File: config.mk
export PLATFORM = sky130hd
export DESIGN_NAME = micro_alpha_veryl_demux
export DESIGN_NICKNAME = d
export VERILOG_FILES = /design/src/rtl/micro_alpha_veryl_demux.sv
export SDC_FILE = /design/constraint.sdc
export NUM_CORES = 1
export LEC_CHECK = 0
export BUFFER_PORTS_ARGS = -buffer_cell sky130_fd_sc_hd__clkbuf_2
export CORE_UTILIZATION = 44
export CTS_BUF_LIST = sky130_fd_sc_hd__clkbuf_8 sky130_fd_sc_hd__clkbuf_16
export CTS_CLUSTER_SIZE = 25
export DETAILED_ROUTE_END_ITERATION = 12
export HOLD_SLACK_MARGIN = 0.12
export PLACE_DENSITY = 0.77
export SLEW_MARGIN = 20
export SYNTH_ARGS = -nofsm -noshare
export SYNTH_HDL_FRONTEND = slang
export SYNTH_SLANG_ARGS = --single-unit
File: constraint.sdc
create_clock -name clk -period 1.3 [get_ports clk]
set_input_delay 0.26 -clock clk [delete_from_list [all_inputs] [get_ports clk]]
set_output_delay 0.26 -clock clk [all_outputs]
set_load 0.005 [all_outputs]
File: src/rtl/micro_alpha_veryl_demux.sv
// Registered 1:2 valid/ready demultiplexer with one-entry output slots and per-destination handshake counters.
// Optional broadcast mode (load both slots at once) is enabled by defining MICRO_ALPHA_VERYL_DEMUX_BROADCAST_EN.
module micro_alpha_veryl_demux #(
    parameter int WIDTH = 32
) (
    input  logic             clk,
    input  logic             rst,
    input  logic [WIDTH-1:0] din,
    input  logic             din_valid,
    output logic             din_ready,
    input  logic             selector,
`ifdef MICRO_ALPHA_VERYL_DEMUX_BROADCAST_EN
    input  logic             broadcast,
`endif
    output logic [WIDTH-1:0] dout0,
    output logic             dout0_valid,
    input  logic             dout0_ready,
    output logic [WIDTH-1:0] dout1,
    output logic             dout1_valid,
    input  logic             dout1_ready,
    output logic [15:0]      count0,
    output logic [15:0]      count1
);

    // Handshake: a word moves on any edge where its valid and ready are both 1.
    // din_ready never depends on din_valid, so an upstream may wait on it safely.
    logic [WIDTH-1:0] r_dout0;
    logic [WIDTH-1:0] r_dout1;
    logic             r_valid0;
    logic             r_valid1;
    logic [15:0]      r_count0;
    logic [15:0]      r_count1;

    logic w_bcast;
    logic w_free0;
    logic w_free1;
    logic w_accept;
    logic w_acc0;
    logic w_acc1;
    logic w_drain0;
    logic w_drain1;

`ifdef MICRO_ALPHA_VERYL_DEMUX_BROADCAST_EN
    assign w_bcast = broadcast;
`else
    assign w_bcast = 1'b0;
`endif

    assign w_free0  = !r_valid0 || dout0_ready;
    assign w_free1  = !r_valid1 || dout1_ready;
    // Broadcast waits for both slots so a word is never delivered to only one side.
    assign din_ready = w_bcast ? (w_free0 && w_free1)
                               : (selector ? w_free1 : w_free0);
    assign w_accept = din_valid && din_ready;
    assign w_acc0   = w_accept && (w_bcast || !selector);
    assign w_acc1   = w_accept && (w_bcast || selector);
    assign w_drain0 = r_valid0 && dout0_ready;
    assign w_drain1 = r_valid1 && dout1_ready;

    always_ff @(posedge clk) begin
        if (!rst) begin
            r_dout0  <= '0;
            r_dout1  <= '0;
            r_valid0 <= 1'b0;
            r_valid1 <= 1'b0;
            r_count0 <= '0;
            r_count1 <= '0;
        end else begin
            if (w_acc0) begin
                r_dout0  <= din;
                r_valid0 <= 1'b1;
            end else if (w_drain0) begin
                r_valid0 <= 1'b0;
            end
            if (w_acc1) begin
                r_dout1  <= din;
                r_valid1 <= 1'b1;
            end else if (w_drain1) begin
                r_valid1 <= 1'b0;
            end
            if (w_drain0) r_count0 <= r_count0 + 16'd1;
            if (w_drain1) r_count1 <= r_count1 + 16'd1;
        end
    end

    assign dout0       = r_dout0;
    assign dout1       = r_dout1;
    assign dout0_valid = r_valid0;
    assign dout1_valid = r_valid1;
    assign count0      = r_count0;
    assign count1      = r_count1;

endmodule
==> qor.yml <==
netlist_top_cells_area: "dfxtp_1, nand2_1, a21oi_1"
antenna_found_initial: 0
tightest_slew_ps: 257.6
switching_share_pct: 25.28
synth-edff-count: 0
finalHoldViolations: 0
dp_cells: 719
peakVddDrop_mv: 0.6984
start_util_pct: 45.47
power_frac_seq_pct: 55.1
grt_pass1_vias: 3476
syn-num-nets: 498
layout-drive-gt1-share_pct: 39.42
min_period_ps: 1451
rsz0062_at_grt: "true"
pre_cts_ws_ps: -128.3
dieArea_mm2: 0.008908
layout.cells.non_filler: 757
io_buffers: 136
root_buffer: "clkbuf_8"
r2r-start: "dout1_valid$_SDFFE_PN0P_"
cts_tree: "built"
pwr-share-clk_pct: 34.9
fin_nets: 687
syn2layout_area_growth_pct: 46.18
wl_per_cell_um: 13.57
powerDensity_mw_per_mm2: 1041
yosysMostFrequentCell: "nand2_1"
dieHeight_um: 94.38
end_kind: "output port"
timing.fmax_mhz: 689.4
fin_crit_sh_pct: 111.6
ys_ff_latch: 98
startpoint_type: "register"
outcome: "complete, but fails checks"
core-area_mm2: 0.008258
fillers: 711
seq_area_frac_synth_pct: 52.25
die_w_um: 94.38
ys_types: 34
netlist.area_leader.share_pct: 52.25
synthFlopType: "dfxtp_1"
drtIter0Drc: 115
max_cap_viol_count: 0
clk_pin_slew_ps: 100
wl_mm: 10.27
fp-row-count: 33
cp_max_fo: 4
detail_route.vias_per_cell: 5.036
globalRouteOverflowTotal: 0
p_sw_mw: 1.445
combPwrFrac_pct: 10.0
clock_skew_ps: 9.724
slew_violations: 0
p_leak_nw: 2.531
antenna_cells: 0
via_count: 3812
final_core_util_pct: 66.47
synth_cells: 458
grt.total_usage_pct: 22.64
final_antenna_net_count: 0
ys_async_sr_fraction_pct: 0
design.portCount: 137
syn_avg_cell_area_um2: 8.198
timing.final.ws_setup_ps: -150.6
netlist.top_cell.by_area: "dfxtp_1"
numCtsBuffers: 9
internal-power_mw: 4.271
grt_max_degree: 47
min-delay-start: "din[9]"
grt_pass1_wl_mm: 15.73
netlist_area_mm2: 0.003755
setup_viol: 9
yosys_warnings: 0
crit_type: "reg -> out"
cp.arrival_ps: 1190
clkLatencyLatePin_ps: 350
maxSlewHeadroom_pct: 82.70
clock-sinks: 98
cts_htree_levels: 3
required_ps: 1040
drcViolationCount: 0
setup-tns-final_ps: -547.5
dp_hpwl_mm: 6.973
cts_buffer_depth: 2
routabilityCongestion: 0.8489
drt-pass1-iter-count: 4
netlist_top_cells_count: "nand2_1, dfxtp_1, a21oi_1"
cp-startpoint: "dout0_valid$_SDFFE_PN0P_"
hold_path_class: "in -> reg"
violations: "setup timing"
flip-flops by register name, summed over array words and instances, names as in the netlist:
name and flops:
dout0 32, count0 16, count1 16, dout1 32, dout0_valid 1, dout1_valid 1
layer usage:
metal  wire length (um)  GRT usage, %
met4                129         7.821
met1               4402         26.33
met5                  0             0
met2               5080         40.22
met3                657         5.636
worst max-delay path, cell delays in order, from the launching register on:
cell	delay, ps
dfxtp_4	380
nand2b_4	80
mux2_4	280
buf_6	120
cell type report:
cell class | count | area, um^2 | area share, %
Inverter | 7 | 26.28 | 0.4787
Tap cell | 105 | 131.4 | 2.393
Clock inverter | 7 | 76.32 | 1.390
Sequential cell | 98 | 2001 | 36.45
Timing Repair Buffer | 203 | 1292 | 23.55
Multi-Input combinational cell | 328 | 1838 | 33.49
Clock buffer | 9 | 123.9 | 2.257
worst paths after layout:
kind                                  end  slack (ps)  cells after the start
hold reg to reg    dout0[22]$_SDFFE_PN0P_         460                      2
hold / removal      dout0[9]$_SDFFE_PN0P_         130                      3
setup / recovery                din_ready        -150                      3
setup reg to reg  count1[12]$_SDFFE_PN0P_        -100                      7
power groups by stage:
stage | clock, mW | combinational [mW] | sequential [mW]
floorplan | 0 | 0.228 | 3.23
global placement | 0 | 0.521 | 3.22
detailed placement | 0 | 0.536 | 3.22
CTS | 2.06 | 0.569 | 3.15
global route | 2.18 | 0.632 | 3.16
finish | 2.00 | 0.571 | 3.15
metrics by stage:
step                hold WS, ps  cell area [um^2]  power [mW]
detailed placement        445.8              4923       3.758
CTS                       120.2              5374       5.783
finish                    133.7              5489       5.716
global placement          442.0              4923       3.737
floorplan                 396.0              3812       3.457
global route              126.3              5489       5.969
kinds of logic (layout without fill, tap and decap cells):
kind of cell | after synthesis | in the layout | share of synthesized area, %
XOR/XNOR | 14 | 14 | 3.266
AND/OR/NAND/NOR | 218 | 219 | 26.39
multiplexers | 9 | 9 | 2.433
flip-flops | 98 | 98 | 52.25
buffers and inverters | 33 | 226 | 3.599
AO/OA/AOI/OAI | 84 | 84 | 11.40
adder cells (fa/ha/maj) | 2 | 2 | 0.6663
timing repair:
item,CTS,global route
endpoints found under the hold margin,12,0
resized for setup,22,22
setup buffers,7,4
setup endpoints to repair,15,22
cloned,1,0
hold buffers,10,0
pin swaps,11,15
placed cells by master (no fill, tap or decap), types with 2 or more instances in the layout:
cell type	netlist	final
inv_1	6	7
nor4_4	1	4
nand4_1	5	5
mux2i_1	8	8
and4_4	2	3
buf_12	0	5
nand3_1	10	8
dfxtp_2	0	13
dlygate4sd3_1	0	10
dfxtp_1	98	79
nand2b_4	0	2
nor3_2	0	2
nand3_2	1	3
and3_1	2	2
inv_6	0	2
xor2_1	7	7
o21ai_0	7	5
a21oi_1	75	73
dfxtp_4	0	6
a21oi_2	0	2
o21ai_1	0	2
nand2_1	151	150
xnor2_1	7	6
or3_1	8	7
nand2b_1	8	6
buf_4	0	48
buf_6	0	5
nand4_4	0	2
nor2_1	15	15
clkbuf_2	0	135
clkbuf_8	0	9
No activity file was read; power rests on OpenSTA's default activity.
